## src/rtl/sudoku_pkg.sv

```systemverilog
// Shared widths, FSM state encoding and a saturating-increment helper
// for the Sudoku auto player.
package sudoku_pkg;

    localparam int unsigned CELL_W = 4;
    localparam int unsigned VAL_W  = 2;
    localparam int unsigned MOVE_W = CELL_W + VAL_W;
    localparam int unsigned NUM_W  = 5;

    typedef enum logic [2:0] {
        StIdle     = 3'd0,
        StWaitRdy  = 3'd1,
        StSetup    = 3'd2,
        StEnter    = 3'd3,
        StWaitResp = 3'd4,
        StWaitWin  = 3'd5,
        StDone     = 3'd6
    } state_e;

    function automatic logic [NUM_W-1:0] sat_inc(input logic [NUM_W-1:0] v);
        return (&v) ? v : v + NUM_W'(1);
    endfunction

endpackage

```

## src/rtl/sudoku_move_buf.sv

```systemverilog
// Move list storage: one synchronous write port, asynchronous read by move index.
// Contents are deliberately not reset so a loaded script survives a restart.
module sudoku_move_buf
    import sudoku_pkg::*;
#(
    parameter int unsigned DEPTH  = 16,
    parameter int unsigned ADDR_W = $clog2(DEPTH)
) (
    input  logic              clk,
    input  logic              wr_en,
    input  logic [ADDR_W-1:0] wr_addr,
    input  logic [MOVE_W-1:0] wr_data,
    input  logic [ADDR_W-1:0] rd_addr,
    output logic [MOVE_W-1:0] rd_data
);

    logic [MOVE_W-1:0] mem [DEPTH];

    always_ff @(posedge clk) begin
        if (wr_en) begin
            mem[wr_addr] <= wr_data;
        end
    end

    assign rd_data = mem[rd_addr];

endmodule

```

## src/rtl/sudoku_auto_player.sv

```systemverilog
// Scripted Sudoku player: replays the buffered move list through the game's
// choose/value/enter interface, following its ready/accept/try-again/won replies.
module sudoku_auto_player
    import sudoku_pkg::*;
#(
    parameter int unsigned DEPTH     = 16,
    parameter int unsigned TIMEOUT   = 15,
    parameter int unsigned MAX_RETRY = 2
) (
    input  logic              in_clka,
    input  logic              in_restart_n,
    input  logic              in_start,
    input  logic              in_wr_en,
    input  logic [3:0]        in_wr_addr,
    input  logic [CELL_W-1:0] in_wr_cell,
    input  logic [VAL_W-1:0]  in_wr_value,
    input  logic [NUM_W-1:0]  in_num_moves,
    input  logic              in_register_inp_flag,
    input  logic              in_dp_check,
    input  logic              in_try_again_flag,
    input  logic              in_won,
    output logic              out_enter,
    output logic [CELL_W-1:0] out_reg_choose,
    output logic [VAL_W-1:0]  out_value_inp,
    output logic              out_busy,
    output logic              out_done,
    output logic              out_win,
    output logic              out_timeout,
    output logic [NUM_W-1:0]  out_reject_cnt,
    output logic [NUM_W-1:0]  out_move_idx,
    output logic [2:0]        out_state
);

    localparam int unsigned AW    = $clog2(DEPTH);
    localparam int unsigned TMR_W = $clog2(TIMEOUT + 1);
    localparam int unsigned RTY_W = $clog2(MAX_RETRY + 1);
    localparam logic [TMR_W-1:0] TMR_LAST = TMR_W'(TIMEOUT - 1);
    localparam logic [RTY_W-1:0] RTY_LAST = RTY_W'(MAX_RETRY - 1);

    state_e            state_q, state_d;
    logic [NUM_W-1:0]  num_q, num_d, idx_q, idx_d, reject_q, reject_d;
    logic [RTY_W-1:0]  retry_q, retry_d;
    logic [TMR_W-1:0]  timer_q, timer_d;
    logic              done_q, done_d, win_q, win_d, timeout_q, timeout_d;
    logic [CELL_W-1:0] choose_q, choose_d;
    logic [VAL_W-1:0]  value_q, value_d;
    logic [MOVE_W-1:0] rd_move;
    logic [NUM_W-1:0]  num_clamped;
    logic              busy, buf_we, advance;

    assign busy        = (state_q != StIdle) && (state_q != StDone);
    assign buf_we      = in_wr_en && !busy;
    assign num_clamped = (in_num_moves > NUM_W'(DEPTH)) ? NUM_W'(DEPTH) : in_num_moves;

    sudoku_move_buf #(
        .DEPTH  (DEPTH),
        .ADDR_W (AW)
    ) u_move_buf (
        .clk     (in_clka),
        .wr_en   (buf_we),
        .wr_addr (in_wr_addr[AW-1:0]),
        .wr_data ({in_wr_cell, in_wr_value}),
        .rd_addr (idx_q[AW-1:0]),
        .rd_data (rd_move)
    );

    always_comb begin
        state_d   = state_q;
        num_d     = num_q;
        idx_d     = idx_q;
        retry_d   = retry_q;
        reject_d  = reject_q;
        timer_d   = timer_q;
        done_d    = done_q;
        win_d     = win_q;
        timeout_d = timeout_q;
        choose_d  = choose_q;
        value_d   = value_q;
        advance   = 1'b0;
        unique case (state_q)
            StIdle: begin
                if (in_start) begin
                    num_d     = num_clamped;
                    idx_d     = '0;
                    retry_d   = '0;
                    reject_d  = '0;
                    timer_d   = '0;
                    done_d    = 1'b0;
                    win_d     = 1'b0;
                    timeout_d = 1'b0;
                    state_d   = (num_clamped == '0) ? StWaitWin : StWaitRdy;
                end
            end
            StWaitRdy: begin
                if (in_won) begin
                    win_d   = 1'b1;
                    done_d  = 1'b1;
                    state_d = StDone;
                end else if (in_register_inp_flag) begin
                    // Load the move here so it is stable for the whole setup cycle.
                    choose_d = rd_move[MOVE_W-1:VAL_W];
                    value_d  = rd_move[VAL_W-1:0];
                    state_d  = StSetup;
                end
            end
            StSetup: state_d = StEnter;
            StEnter: begin
                timer_d = '0;
                state_d = StWaitResp;
            end
            StWaitResp: begin
                if (in_won) begin
                    win_d   = 1'b1;
                    done_d  = 1'b1;
                    state_d = StDone;
                end else if (in_try_again_flag) begin
                    if (retry_q == RTY_LAST) begin
                        reject_d = sat_inc(reject_q);
                        retry_d  = '0;
                        advance  = 1'b1;
                    end else begin
                        retry_d = retry_q + RTY_W'(1);
                        state_d = StWaitRdy;
                    end
                end else if (in_dp_check) begin
                    retry_d = '0;
                    advance = 1'b1;
                end else if (timer_q == TMR_LAST) begin
                    timeout_d = 1'b1;
                    done_d    = 1'b1;
                    state_d   = StDone;
                end else begin
                    timer_d = timer_q + TMR_W'(1);
                end
            end
            StWaitWin: begin
                if (in_won) begin
                    win_d   = 1'b1;
                    done_d  = 1'b1;
                    state_d = StDone;
                end else if (timer_q == TMR_LAST) begin
                    done_d  = 1'b1;
                    state_d = StDone;
                end else begin
                    timer_d = timer_q + TMR_W'(1);
                end
            end
            StDone:  state_d = StIdle;
            default: state_d = StIdle;
        endcase
        if (advance) begin
            idx_d   = sat_inc(idx_q);
            timer_d = '0;
            state_d = (sat_inc(idx_q) == num_q) ? StWaitWin : StWaitRdy;
        end
    end

    always_ff @(posedge in_clka or negedge in_restart_n) begin
        if (!in_restart_n) begin
            state_q   <= StIdle;
            num_q     <= '0;
            idx_q     <= '0;
            retry_q   <= '0;
            reject_q  <= '0;
            timer_q   <= '0;
            done_q    <= 1'b0;
            win_q     <= 1'b0;
            timeout_q <= 1'b0;
            choose_q  <= '0;
            value_q   <= '0;
        end else begin
            state_q   <= state_d;
            num_q     <= num_d;
            idx_q     <= idx_d;
            retry_q   <= retry_d;
            reject_q  <= reject_d;
            timer_q   <= timer_d;
            done_q    <= done_d;
            win_q     <= win_d;
            timeout_q <= timeout_d;
            choose_q  <= choose_d;
            value_q   <= value_d;
        end
    end

    assign out_enter      = (state_q == StEnter);
    assign out_reg_choose = choose_q;
    assign out_value_inp  = value_q;
    assign out_busy       = busy;
    assign out_done       = done_q;
    assign out_win        = win_q;
    assign out_timeout    = timeout_q;
    assign out_reject_cnt = reject_q;
    assign out_move_idx   = idx_q;
    assign out_state      = state_q;

endmodule

```

## config.mk

```make
export PLATFORM = sky130hd
export DESIGN_NAME = sudoku_auto_player
export DESIGN_NICKNAME = d
export VERILOG_FILES = /design/src/rtl/sudoku_pkg.sv /design/src/rtl/sudoku_move_buf.sv /design/src/rtl/sudoku_auto_player.sv
export SDC_FILE = /design/constraint.sdc
export NUM_CORES = 1
export LEC_CHECK = 0
export BUFFER_PORTS_ARGS = -buffer_cell sky130_fd_sc_hd__buf_2
export CELL_PAD_IN_SITES_DETAIL_PLACEMENT = 0
export CELL_PAD_IN_SITES_GLOBAL_PLACEMENT = 1
export CORE_ASPECT_RATIO = 1.75
export CORE_MARGIN = 5
export CORE_UTILIZATION = 35
export DETAILED_ROUTE_END_ITERATION = 6
export PLACE_DENSITY_LB_ADDON = 0.1
export SLEW_MARGIN = 25
export SYNTH_ARGS = -nofsm -noshare
export SYNTH_HDL_FRONTEND = slang
export SYNTH_SLANG_ARGS = --single-unit
```

## constraint.sdc

```tcl
create_clock -name in_clka -period 3.1 [get_ports in_clka]
set_clock_uncertainty 0.1 [all_clocks]
set_input_delay 0.31 -clock in_clka [delete_from_list [all_inputs] [get_ports in_clka]]
set_output_delay 0.31 -clock in_clka [all_outputs]
set_load 0.01 [all_outputs]
```

* Yosys cells after proc, flatten, opt, wreduce, memory -nomap -nowiden *
Memory sizes are Yosys's and may differ from the RTL's. A register that Yosys moved wholly into a read port is not among the register bits.
Index checks and enable logic that the tools add are counted.

cells by class
  $add $sub $neg = 4
  magnitude comparators = 1
  equality and inequality tests = 30
  multiplexer cells = 58
  bitwise logic cells = 1
  reduce and logical (&&, ||, !) cells = 26

operator list
  operator                                                                number
  5-bit 2-to-1 mux                                                        9
  3-bit 2-to-1 mux                                                        12
  4-bit 2-to-1 mux                                                        7
  3-bit inequality test (second input constant)                           9
  1-bit 2-to-1 mux                                                        18
  2-bit inequality test (second input constant)                           9
  3-bit case mux with 6 select lines                                      1
  6-bit AND reduction                                                     3
  4-bit case mux with 4 select lines                                      1
  5-bit AND reduction                                                     3
  5-bit by 1-bit adder with 5-bit output (second input constant)          2
  2-bit 2-to-1 mux                                                        5
  5-bit inequality test (second input constant)                           2
  5-bit case mux with 2 select lines                                      1
  4-bit AND reduction                                                     2
  2-bit nonzero test                                                      4
  3-bit by 2-bit equality test with 1-bit output (second input constant)  2
  3-bit equality test (second input constant)                             2
  3-bit AND reduction                                                     2
  5-bit equality test                                                     1
  5-bit greater-than comparator (second input constant)                   1
  5-bit logical NOT                                                       1
  5-bit nonzero test                                                      1
  4-bit by 1-bit adder with 4-bit output (second input constant)          1
  other kinds (17)                                                        21

word-level totals
  bits in registers = 27
  memory bits (writable) = 96
  input bits = 23
  output and inout port bits = 24
  word-level logic and storage cells = 130
  memories = 1

memories
  memory          words  width  read ports  clocked after Yosys merged registers in  write ports  line                   source
  u_move_buf.mem  16     6      1           1                                        1            sudoku_move_buf.sv:17  logic [MOVE_W-1:0] mem [DEPTH];

* Longest topological paths before layout *
  word-level depth = 7
  depth in mapped cells = 8
  depth with buffers taken out = 8

* Cells and area by module *
Synthesis repeated with hierarchy kept, for this count alone.

unflattened totals
  cells, all modules = 393
  area, all modules = 5800.6 um^2

modules (own cells, without submodules)
  module              instances  cells each  area an instance (um^2)  seq. area each (um^2)
  sudoku_move_buf     1          172         3774.9                   2882.8
  sudoku_auto_player  1          221         2025.7                   825.8

* Least setup slack after synthesis *
Ideal clock, no wire load.

  path kind = register to register
  start point = register state_q[1], in the netlist out_state[1]
  end point = memory u_move_buf.mem[0][0] (netlist name) (enable)
  library setup time = 0.377 ns
  arrival = 1.862 ns
  required time = 2.623 ns
  slack = 0.761 ns
  stages on the path, launching flop included = 7
  path buffers = 1
  period minus slack after synthesis = 2.339 ns
  path through = dfrtp_1 clkbuf_1 nor2b_1 nor3_2 nand2_1 or3_1 nor3_1

between the ends
  word-level cells in the longest chain between the ends = 6
  elaborated cells on any way between the ends = 7
  classes of those cells = eq/ne: 1; mux: 2; reduce/logical: 4

ends and longest elaborated chain
  item                                                         line                       source
  start, declared                                              sudoku_auto_player.sv:40   state_e state_q, state_d;
  start signal, assigned                                       sudoku_auto_player.sv:160  state_q <= StIdle;
  start signal, assigned                                       sudoku_auto_player.sv:172  state_q <= state_d;
  3-bit inequality test or 3-bit nonzero test (tied branches)  sudoku_auto_player.sv:51   assign busy = (state_q != StIdle) && (state_q != StDone);
  1-bit logical AND *                                          sudoku_auto_player.sv:51
  1-bit logical NOT *                                          sudoku_auto_player.sv:52   assign buf_we = in_wr_en && !busy;
  1-bit logical AND *                                          sudoku_auto_player.sv:52
  1-bit 2-to-1 mux *                                           sudoku_move_buf.sv:20      if (wr_en) begin
  1-bit 2-to-1 mux (not written as such) *                     sudoku_move_buf.sv:21      mem[wr_addr] <= wr_data;
  end, declared                                                sudoku_move_buf.sv:17

Every way passes the cells marked *; elsewhere a longest branch is shown, timed or not.

* Worst setup path after layout *
  start point = register state_q[1], in the netlist out_state[1]
  end point = memory u_move_buf.mem[1][2] (netlist name) (enable)

The elaborated chain is that of the path after synthesis.

==> results.md <==
- Outcome: finished clean
- Htree depth: 4
- Sequential area share after synthesis: 63.88%
- First-pass GRT wire length: 22220 um
- Startpoint Class: flop
- Overall Power: 5.486 mW
- Average size of a mapped cell: 14.13 sq um
- RSZ-0062 raised after global routing: no
- Hold_buf cts: 1
- Setup TNS: 0 ps
- Critical path's largest stage delay: 500 ps
- WHS Path Cells: 3
- Initial antenna violation count: 0
- Global-route total usage across every layer: 15.36%
- Peak VDD IR: 319.2 uV
- Met1 Usage GRT: 16.15%
- # diodes: 0
- Post-synth cell types: 54
- Largest net degree at the start of global routing: 36
- Initial Utilization: 35.47%
- Met3 track demand over resource: 3.119%
- Die H: 180.4 um
- Mapped Area: 5806 sq um
- Power per cell area: 796.9 nW/um^2
- Die area: 19360 sq um
- Iter 0 DRT Violations: 141
- Root Driver: clkbuf_16
- Final Cell Area: 6884 sq um
- Crit path required time: 3050 ps
- I/O Buffers: 46
- CTS clock-pin slew for the worst setup and hold paths: 60 ps
- Vias: 3577
- Vias in the first global route: 3863
- Rows: 62
- Avg WL per Cell: 20.03 um
- Area Growth Syn to Fin: 18.58%
- Final HPWL DP: 10350 um
- Crit. End Element: flop
- Overflow after GRT: 0
- #FFs+latches synth: 129
- Async set or reset register ratio after synthesis: 25.58%
- Max cap viols: 0
- Slew HR: 45.56%
- Global Route met2 Usage: 29.35%
- Pleak: 2.535 nW
- Fmax: 0.4125 GHz
- Total Wirelength: 14180 um
- Worst Hold Class: in2reg
- # Post-CTS Setup Buffers: 0
- CP Cell Sequence: nor2b_1, nor3_2, nand2_1, or3_1, nor2_1
- Routed Antenna Nets: 0
- Post-synth net total: 439
- Fin. Hold Viols: 0
- Final WS setup: 675.7 ps
- Slowest CP cell: dfrtp_1
- Synth Instances: 411
- Clock sink count: 129
- CTS resizes: 0
- Via density: 5.052
- Most used routing layer: met2
- Cts bufs inserted: 17
- Final Wtd Congestion: 0.7954
- CP Class: reg2reg
- Die X: 107.4 um
- Drt drc: 0
- Placed Area: 6317 sq um
- Ys flop type: edfxtp_1
- Final setup fails: 0
- Clock insertion delay at the later pin of the skew report: 410 ps
- Commonest non-fill, non-tap cell in the layout: edfxtp_1
- Layout cell share with drive strength beyond 1: 24.59%
- Worst-path maximum fanout: 11
- Crit share post-route: 78.20%
- Min Tclk post-route: 2424 ps
- Critical Path AT: 2370 ps
- DRT Pass-1 Iters: 4
- EDFF count, synth: 96
- Final slew viol count: 0
- Core area: 16370 sq um
- CTS tree: done
- DP Worst Slack: 673.8 ps
- Yosys Warn Count: 0
- Commonest cells after routing, fill and taps aside: 96 x edfxtp_1, 46 x buf_2, 32 x dfrtp_1
- Worst reg2reg path depth: 5
- Max clock buf depth: 2
- Worst Max-Slew Pin Slew: 816.6 ps
- Fin nets: 500
- Num ports: 47
logic make-up (layout without fill, tap and decap cells):
group,after synthesis,in the layout,share of synthesized area [%]
AND/OR/NAND/NOR,113,113,9.957
flip-flops,129,129,63.88
adder cells (fa/ha/maj),5,5,1.078
AO/OA/AOI/OAI,78,78,9.181
buffers and inverters,29,102,2.759
XOR/XNOR,7,7,1.056
multiplexers,50,50,12.09
critical path: cells and delay by family (launching register included):
family / cells / cell delay, ps
AND/OR/NAND/NOR: 5 / 1470
flip-flops: 1 / 500
state kept, by name (all words and copies together) (netlist names):
register	count
out_reject_cnt	5
timer_q	4
out_state	3
out_done	1
num_q	5
out_reg_choose	4
out_timeout	1
retry_q	2
out_win	1
out_move_idx	5
out_value_inp	2
u_move_buf.mem	96
per-stage QoR:
stage               utilization (%)  hold slack (ps)  cells
floorplan                         -           -85.59    411
global placement              38.60            352.5    676
detailed placement            38.60            357.2    676
CTS                           42.06            46.36    708
global route                  42.06            75.08    708
finish                        42.06            66.39    708
power by group:
group	total [mW]	leakage (nW)	switching (mW)	internal [mW]
registers	2.18	1.30	0.163	2.01
logic	1.43	0.971	0.795	0.635
clock network	1.88	0.269	0.768	1.11
total	5.49	2.53	1.73	3.76
metal layers:
layer	vias to the layer above	wire, um	share of wire (%)
met1	1785	5321	38
met2	64	8196	58
li1	1712	-	-
met4	0	280	2.0
met5	-	0	0
met3	16	384	2.7
area by class of cell:
type                    instances  area (sq um)
clock buffers                  17         425.4
clock inverters                14         131.4
fillers                      1551          9484
inverters                       7         26.28
multi-input cells             253          1943
flip-flops and latches        129          3710
well taps                     224         280.3
repair buffers                 64         367.9
path summary, 6_finish.rpt:
kind                              startpoint              endpoint  slack [ps]
max                             out_state[1]  u_move_buf.mem[1][2]         680
min                          in_num_moves[2]              num_q[2]          70
max reg2reg                     out_state[1]  u_move_buf.mem[1][2]         680
min reg2reg                out_reject_cnt[4]     out_reject_cnt[4]         390
max in group asynchronous       in_restart_n       out_move_idx[0]        1890
min in group asynchronous       in_restart_n            timer_q[2]         430
cells in the mapped netlist, drive strengths merged, types with 3 or more instances:
master | n | area [sq um]
a21boi | 4 | 30.03
a21oi | 20 | 100.1
a221o | 6 | 60.06
and3 | 5 | 31.28
buf | 13 | 100.1
clkbuf | 9 | 33.78
dfrtp | 33 | 825.8
edfxtp | 96 | 2883
ha | 5 | 62.56
inv | 7 | 26.28
mux2 | 20 | 225.2
mux2i | 18 | 180.2
mux4 | 12 | 296.5
nand2 | 26 | 97.59
nand2b | 3 | 18.77
nand3 | 8 | 40.04
nand3b | 6 | 45.04
nand4 | 4 | 25.02
nor2 | 29 | 108.9
nor2b | 3 | 18.77
nor3 | 13 | 70.07
nor3b | 3 | 22.52
nor4 | 4 | 25.02
o21ai | 16 | 80.07
o21bai | 6 | 45.04
o22ai | 8 | 50.05
xnor2 | 5 | 43.79
Power figures use the tool's default switching activity.
